`config.mk`:
```
export PLATFORM = sky130hd
export DESIGN_NAME = neuron_mac_unit
export DESIGN_NICKNAME = d
export VERILOG_FILES = /design/src/rtl/nn_pkg.sv /design/src/rtl/neuron_activation.sv /design/src/rtl/neuron_mac_unit.sv
export SDC_FILE = /design/constraint.sdc
export NUM_CORES = 1
export LEC_CHECK = 0
export CORE_UTILIZATION = 60
export DETAILED_ROUTE_END_ITERATION = 7
export GPL_ROUTABILITY_DRIVEN = 0
export HOLD_SLACK_MARGIN = 0.12
export PLACE_DENSITY_LB_ADDON = 0.08
export SLEW_MARGIN = 15
export SYNTH_ARGS = -nofsm -noshare
export SYNTH_HDL_FRONTEND = slang
export SYNTH_HIERARCHICAL = 1
export SYNTH_SLANG_ARGS = --single-unit
export TNS_END_PERCENT = 30
```
`constraint.sdc`:
```
create_clock -name clk -period 10.4 [get_ports clk]
set_input_delay 1.56 -clock clk [delete_from_list [all_inputs] [get_ports clk]]
set_output_delay 1.56 -clock clk [all_outputs]
set_load 0.02 [all_outputs]
```
`src/rtl/nn_pkg.sv`:
```
// Shared definitions for the neural-network datapath blocks: controller
// state encoding, accumulator sizing and output saturation limits.
package nn_pkg;

  typedef enum logic [1:0] {
    IDLE,
    FETCH,
    DRAIN,
    ACT
  } state_t;

  localparam int unsigned FRAC_DEFAULT = 4;

  // Wide enough to sum n full-width products plus a shifted bias without overflow
  function automatic int unsigned acc_width(input int unsigned dw, input int unsigned n);
    return 2 * dw + $clog2(n) + 1;
  endfunction

  function automatic longint sat_hi(input int unsigned dw);
    return (longint'(1) << (dw - 1)) - 1;
  endfunction

  function automatic longint sat_lo(input int unsigned dw);
    return -(longint'(1) << (dw - 1));
  endfunction

endpackage

```
`src/rtl/neuron_activation.sv`:
```
// Output activation: arithmetic rescale by FRAC, optional ReLU, then
// saturation to the signed DW range. Purely combinational.
// Build option: define NEURON_RELU_EN to clamp negative results to zero.
module neuron_activation
  import nn_pkg::*;
#(
  parameter int unsigned AW   = 20,
  parameter int unsigned DW   = 8,
  parameter int unsigned FRAC = FRAC_DEFAULT
) (
  input  logic signed [AW-1:0] acc,
  output logic signed [DW-1:0] y
);

  localparam logic signed [AW-1:0] Hi = AW'(sat_hi(DW));

  logic signed [AW-1:0] shifted;

  // Rescale, activate and clamp the accumulator to the output width
  always_comb begin
    shifted = acc >>> FRAC;
`ifdef NEURON_RELU_EN
    if (shifted[AW-1]) begin
      y = '0;
    end else if (shifted > Hi) begin
      y = Hi[DW-1:0];
    end else begin
      y = shifted[DW-1:0];
    end
`else
    if (shifted > Hi) begin
      y = Hi[DW-1:0];
    end else if (shifted < AW'(sat_lo(DW))) begin
      y = {1'b1, {(DW-1){1'b0}}};
    end else begin
      y = shifted[DW-1:0];
    end
`endif
  end

endmodule

```
`src/rtl/neuron_mac_unit.sv`:
```
// Single neuron: on start, walks N input/weight pairs through a shared read
// address, multiply-accumulates them onto the bias, activates and holds the
// result with ready high until the next start.
// Build option: NEURON_RELU_EN selects ReLU activation (default linear).
module neuron_mac_unit
  import nn_pkg::*;
#(
  parameter int unsigned N    = 8,
  parameter int unsigned DW   = 8,
  parameter int unsigned FRAC = FRAC_DEFAULT
) (
  input  logic                   clk,
  input  logic                   rst,
  input  logic                   start,
  input  logic                   s_i,
  input  logic [1:0]             s_w,
  input  logic signed [DW-1:0]   bias,
  input  logic signed [DW-1:0]   x_data,
  input  logic signed [DW-1:0]   w_data,
  output logic [$clog2(N)-1:0]   rd_addr,
  output logic                   in_sel,
  output logic [1:0]             w_bank,
  output logic                   busy,
  output logic                   ready,
  output logic signed [DW-1:0]   y
);

  localparam int unsigned AddrW = $clog2(N);
  localparam int unsigned AW    = acc_width(DW, N);
  localparam logic [AddrW-1:0] LastAddr = AddrW'(N - 1);

  state_t                  state;
  logic signed [AW-1:0]    acc;
  logic signed [2*DW-1:0]  x_ext;
  logic signed [2*DW-1:0]  w_ext;
  logic signed [2*DW-1:0]  prod;
  logic signed [AW-1:0]    prod_ext;
  logic signed [AW-1:0]    bias_ext;
  logic signed [DW-1:0]    act_y;

  assign x_ext    = {{DW{x_data[DW-1]}}, x_data};
  assign w_ext    = {{DW{w_data[DW-1]}}, w_data};
  assign prod     = x_ext * w_ext;
  assign prod_ext = {{(AW-2*DW){prod[2*DW-1]}}, prod};
  assign bias_ext = {{(AW-DW){bias[DW-1]}}, bias};

  neuron_activation #(
    .AW   (AW),
    .DW   (DW),
    .FRAC (FRAC)
  ) u_act (
    .acc (acc),
    .y   (act_y)
  );

  // Handshake FSM with the accumulator and all outputs registered
  always_ff @(posedge clk) begin
    if (!rst) begin
      state   <= IDLE;
      acc     <= '0;
      rd_addr <= '0;
      in_sel  <= 1'b0;
      w_bank  <= '0;
      busy    <= 1'b0;
      ready   <= 1'b0;
      y       <= '0;
    end else begin
      case (state)
        IDLE: begin
          if (start) begin
            state   <= FETCH;
            in_sel  <= s_i;
            w_bank  <= s_w;
            acc     <= bias_ext <<< FRAC;
            rd_addr <= '0;
            busy    <= 1'b1;
            ready   <= 1'b0;
          end
        end
        FETCH: begin
          // Read data lags the address by one cycle, so address 0 has no product yet
          if (rd_addr != '0) begin
            acc <= acc + prod_ext;
          end
          if (rd_addr == LastAddr) begin
            state <= DRAIN;
          end else begin
            rd_addr <= rd_addr + AddrW'(1);
          end
        end
        DRAIN: begin
          acc   <= acc + prod_ext;
          state <= ACT;
        end
        ACT: begin
          y     <= act_y;
          ready <= 1'b1;
          busy  <= 1'b0;
          state <= IDLE;
        end
        default: state <= IDLE;
      endcase
    end
  end

endmodule
```
**Yosys cells after proc, flatten, opt, wreduce, memory -nomap -nowiden**

Index checks and enable logic that the tools add are counted.

- Register bits after elaboration: 38
- Latch bits: 0
- Bits in writable memories: 0
- Memory bits (read-only): 0
- Input port bits: 30
- Output and inout bits: 16
- Word-level logic and storage cells: 46
- Memories: 0

- Add/subtract/negate cells: 2
- Multiply operators: 1
- Divide/modulo/power cells: 0
- Order comparisons: 2
- Equal/unequal tests: 8
- Shift-type cells: 0
- Muxes and demuxes: 15
- Bitwise gates (word level): 0
- Reductions and logical operators: 10

Operators by type and width:

| operator | count |
|---|---|
| case mux 20 bit (3 select lines) | 1 |
| 2-to-1 mux 20 bit | 2 |
| adder 20 x 16 -> 20 bit | 1 |
| > comparator 16 x 8 -> 1 bit, second input constant | 1 |
| less-than comparator 16 x 8 -> 1 bit, second input constant | 1 |
| multiplier 8 x 8 -> 16 bit | 1 |
| 2-to-1 mux 8 bit | 2 |
| != test 2 bit, second input constant | 4 |
| case mux 2 bit (4 select lines) | 1 |
| 2-to-1 mux 3 bit | 2 |
| case mux 3 bit (2 select lines) | 1 |
| AND reduction 2 bit | 3 |
| AND reduction 3 bit | 2 |
| nonzero test 3 bit | 2 |
| equality test 2 bit, second input constant | 2 |
| 2-to-1 mux 2 bit | 2 |
| case mux 1 bit (2 select lines) | 2 |
| nonzero test 2 bit | 2 |
| adder 3 x 1 -> 3 bit, second input constant | 1 |
| equality test 3 bit, second input constant | 1 |
| equality test 2 x 1 -> 1 bit, second input constant | 1 |
| logical NOT 2 bit | 1 |
| 2-to-1 mux 1 bit | 2 |

**Depth between registers and ports, before layout**

- Depth after elaboration: 4
- Gate-level depth with buffers: 18

**Cells and area by module**

The synthesis kept the hierarchy.

Modules (own cells, without submodules):

| module | times used | cells each | area each (um2) | seq. area each (um2) |
|---|---|---|---|---|
| neuron_mac_unit | 1 | 562 | 5338.9 | 760.7 |
| neuron_activation | 1 | 23 | 147.6 | 0.0 |

**Worst setup path after synthesis**

OpenSTA, ideal clock, no wires.

- Path type: input to register
- Start point: in w_data[1]
- End point: reg acc[17]
- Arrival time: 6.085 ns
- Required time: 10.273 ns
- Slack: 4.188 ns
- Stages: 14
- Cells stage by stage: clkbuf_1 -> and2_1 -> fa_1 -> fa_1 -> fa_1 -> fa_1 -> ha_1 -> ha_1 -> a21oi_2 -> o211ai_2 -> a31oi_1 -> nor2b_1 -> and4bb_1 -> or3_1

- Longest elaborated chain between the ends: 4

Ends and longest elaborated chain:

| item | RTL line | RTL |
|---|---|---|
| start: declaration | neuron_mac_unit.sv:19 | `input logic signed [DW-1:0] w_data,` |
| multiplier 8 x 8 -> 16 bit (*) | neuron_mac_unit.sv:43 | `assign prod = x_ext * w_ext;` |
| adder 20 x 16 -> 20 bit (*) | neuron_mac_unit.sv:83, neuron_mac_unit.sv:92 |  |
| 2-to-1 mux 20 bit | neuron_mac_unit.sv:82 | `if (rd_addr != '0) begin` |
| case mux 20 bit (3 select lines) (*) | neuron_mac_unit.sv:68 | `case (state)` |
| end signal: assignment | neuron_mac_unit.sv:74 | `acc <= bias_ext <<< FRAC;` |
| end signal: assignment | neuron_mac_unit.sv:83 | `acc <= acc + prod_ext;` |
| end signal: assignment | neuron_mac_unit.sv:92 | `acc <= acc + prod_ext;` |
| end: declaration | neuron_mac_unit.sv:33 | `logic signed [AW-1:0] acc;` |

Mark *: on every way between the ends. The rest lies on a longest branch, timed or not. The select of a mux whose other input is x is not followed.
A chain may end at the register's enable or synchronous reset.

**Worst setup path after layout**

- Start point: in w_data[0]
- End point: reg acc[17]

The elaborated chain is that of the path after synthesis.

==> results.md <==
Yosys:
- After synthesis, the share of flip-flops with an asynchronous set or reset is 0%.
- The share of the yosys chip area belonging to registers is 13.9%.
- The count of synthesis-stage warnings from yosys is 6.
- Counting flops with a built-in enable in the synthesized netlist gives 0.
- The post-synthesis cell type count is 58.
- The synthesized netlist occupies a cell area of 5490 sq um.
- The cell count after synthesis is 585.
- A synthesized cell averages 9.38 sq um.
- The top cell type by area accounts for 32.1% of the synthesized area.
- The total nets after synthesis is 756.
- The synthesized design contains 38 register bits.
- By area the synthesized netlist is led by fa_1 (32%), dfxtp_1 (14%), ha_1 (12%).
- The biggest area consumer among synthesized cells is fa_1.
- The most used flip-flop cell after synthesis is dfxtp_1.

Worst setup path:
- The cell depth of the worst flop-to-flop path is 17.
- At the worst endpoint, the required time is 10.57 ns.
- Across all register-to-register paths, the minimum setup slack is 5.72 ns.
- The cell family contributing the most delay on the critical path is adder cells.
- For the worst setup path, the data arrival time is 7.04 ns.
- The slowest cell on the critical path is and2_1.
- The cell repeated most along the worst path is fa_1.
- Walking the worst path, the cells encountered are clkdlybuf4s50_1 -> and2_1 -> inv_1 -> fa_1 -> inv_1 -> fa_1 -> fa_1 -> fa_1 -> fa_1 -> ha_1 -> o211ai_1 -> o211ai_2 -> a31oi_1 -> nor2b_1 -> nor4_1 -> or3_1.
- STA classifies the critical path endpoint as a flip-flop.
- The worst register-to-register path ends at acc[14]$_SDFFE_PN0P_.
- The largest fanout of any net on the critical path is 13.
- The critical path is of the primary input to flip-flop type.
- The launch instance of the worst register-to-register path is acc[4]$_SDFFE_PN0P_.
- The nature of the critical path startpoint is a primary input.
- For this run, the slowest stage of the critical path takes 0.65 ns.
- The critical path contains buffers and inverters numbering 3 combined.

Clocking:
- Clock-pin slew was measured on the worst setup and hold paths at 0.08 ns.
- The total of cells resized after clock tree synthesis is 0.
- The largest buffer count on any clock path is 2.
- The CTS root buffer is clkbuf_8.
- The worst-skew pair later-pin latency is 0.29 ns.
- Buffers inserted during clock tree synthesis total 5.
- The post-CTS setup buffer count is 0.
- The number of buffers inserted for hold repair after clock tree synthesis is 0.
- The CTS tree is done.
- The clock net sink count is 38.
- The number of H-tree branching levels is 2.

Final layout:
- The layout filler cell count is 725.
- The number of diodes is 0.
- The net count of the finished layout is 790.
- The finished layout cell area is 6090 sq um.
- The area growth from synthesis to layout is 11.0%.
- The share of cells above drive strength 1 is 4.19%.

STA:
- The remaining max-slew budget at the tightest pin is 36.1%.
- The number of failing hold endpoints at the final stage came to 0.
- The measured slew at the worst slew-check pin is 0.959 ns.
- The maximum clock frequency is 146 MHz.
- Setup repair after global routing left no endpoint under its margin.
- The number of max-slew violations in the final report came to 0.
- Subtracting the final worst setup slack from the clock period gives 6.86 ns.
- The final sum of negative setup slack is 0 ns.
- The final setup skew is 0.00534 ns.
- Of the available clock period, the critical path in the final layout requires 66.0%.
- The setup violation total in the final timing report is 0.

Global route:
- The number of antenna violations at the first check in global routing came to 0.
- The maximum number of pins on one net before global-route repair is 34.
- The wire length of the first global-routing pass is 20500 um.
- Summed over all layers, the global routing overflow is 0.
- The via count of the first global-routing pass is 4380.
- The combined global-route utilization of all metal layers is 26.6%.

Routing:
- The routed wire length is 11300 um.
- The number of remaining DRC errors is 6.
- Dividing the detail-routed via count by the number of cells gives 5.55.
- The via count is 4041.
- For this run, the detailed router's first-pass iteration total came to 6.
- The number of design-rule violations left by the first detailed-router iteration is 136.
- Dividing the detail-routed wire length by the instance count gives 15.6 um.
- The detail route stage leaves a number of antenna-violating nets equal to 0.

Floorplanning:
- The height of the chip is 97.6 um.
- The initial cell density of the core is 62.3%.
- The floorplan step defined a die boundary enclosing 9530 sq um.
- The core region area is 8810 sq um.
- The overall die width is 97.6 um.
- After floorplanning, the core was divided into 34 placement rows.
- In this run the count of I/O pins placed on the die edge is 46.

Placement:
- The final HPWL from detailed placement is 9680 um.
- In this run the cell area measured after placement is 5990 sq um.
- In this run the tool buffered the top-level ports with 45 buffer cells.

Worst hold path:
- The worst hold path begins at acc[3]$_SDFFE_PN0P_.
- The worst hold path was traced through 2 stages.
- For hold timing, the worst endpoint is acc[3]$_SDFFE_PN0P_.
- In this run the worst hold path is classified as flip-flop to flip-flop.

Outcome:
- The final reports fail on DRC.
- The flow ran to the end, but the final reports show violations.

Job:
- The max-capacitance violation count is 0.
## how the worst max path moves through the flow
stage	slack, ns	startpoint	cells past startpoint	endpoint
after floorplan	4.19	w_data[1]	14	acc[17]$_SDFFE_PN0P_
after global placement	3.43	w_data[0]	16	acc[17]$_SDFFE_PN0P_
after detailed placement	3.26	w_data[0]	16	acc[19]$_SDFFE_PN0P_
after CTS	3.54	w_data[0]	16	acc[19]$_SDFFE_PN0P_
after global routing	3.25	w_data[0]	16	acc[18]$_SDFFE_PN0P_
final	3.54	w_data[0]	16	acc[17]$_SDFFE_PN0P_
## layer usage
| metal | global-route usage [%] | wire length, um | up-vias |
|---|---|---|---|
| li1 | - | - | 1949 |
| met1 | 35.6 | 5000 | 1978 |
| met4 | 7.58 | 306 | 0 |
| met2 | 45.3 | 5630 | 82 |
| met3 | 3.74 | 379 | 32 |
| met5 | 0 | 0 | - |
## cells in the mapped netlist, types with 2 or more instances
library cell	count
o2111ai_1	4
and4_1	2
ha_1	53
o211ai_1	4
mux2i_1	14
o21ai_1	4
nand2b_1	2
a2bb2oi_1	7
or3_1	2
a21o_1	2
a21boi_1	2
a21boi_0	9
dfxtp_1	38
a311oi_1	2
mux2_2	2
clkbuf_1	9
nor2_1	15
and3_1	2
xnor2_1	18
o21bai_1	4
a21oi_1	16
fa_1	88
a211oi_1	3
nand3_1	23
nand2_1	52
a31oi_1	3
nor4_1	3
o211a_1	3
o21ai_0	14
nor2b_1	12
buf_2	7
and2_1	34
inv_1	106
o21bai_2	2
## flip-flops by register name, indices dropped and copies added, names as in the netlist
name,cells
state,2
acc,20
busy,1
in_sel,1
w_bank,2
ready,1
rd_addr,3
y,8
## placed cells by master, fill, tap and decap left out, types with 14 or more instances in the layout
master,netlist,layout
xnor2_1,18,18
fa_1,88,88
and2_1,34,34
clkdlybuf4s50_1,0,45
nand3_1,23,23
mux2i_1,14,14
nor2_1,15,15
a21oi_1,16,16
dfxtp_1,38,38
o21ai_0,14,14
inv_1,106,106
ha_1,53,53
nand2_1,52,52
## area by class of cell
cell class                      count  area (sq um)  share of cell area [%]
Inverter                          107           402                    6.60
Clock buffer                        6          82.6                    1.36
Multi-Input combinational cell    421          4240                    69.6
Tap cell                          108           135                    2.22
Sequential cell                    38           761                    12.5
Timing Repair Buffer               46           458                    7.52
Clock inverter                      2          12.5                   0.205
## kinds of logic (layout without fill, tap and decap cells)
logic type | count (synthesis) | in the layout | synth area share, %
muxes | 16 | 16 | 2.96
and+or+nand+nor | 154 | 154 | 14.4
xor gates and xnor gates | 19 | 19 | 3.03
AOI/OAI and AO/OA | 91 | 91 | 12.7
adders and majority gates | 141 | 141 | 44.2
buffers and inverters | 126 | 161 | 8.87
DFF | 38 | 38 | 13.9
## worst register-to-register path, cell delays in order, from the launching register on
cell and delay, ns:
dfxtp_1 0.42, inv_1 0.09, fa_1 0.53, inv_1 0.05
fa_1 0.45, ha_1 0.29, inv_1 0.05, fa_1 0.54
inv_1 0.05, ha_1 0.29, ha_1 0.25, fa_1 0.44
a211oi_1 0.29, o21bai_2 0.15, o22ai_4 0.25, o31ai_4 0.08
xnor2_1 0.15, a311oi_2 0.25
## through the flow
step / util (%) / cells / setup slack [ns] / hold WS, ns
after detailed placement: 68.1 / 720 / 3.26 / 0.447
after global routing: 69.2 / 728 / 3.25 / 0.495
after floorplan: - / 585 / 4.19 / 0.431
final: 69.2 / 728 / 3.54 / 0.458
after CTS: 69.2 / 728 / 3.54 / 0.459
after global placement: 68.1 / 720 / 3.43 / 0.443
Power is not shown: default switching activity piles up to over one toggle a cycle in this logic, so the estimate is an artifact.
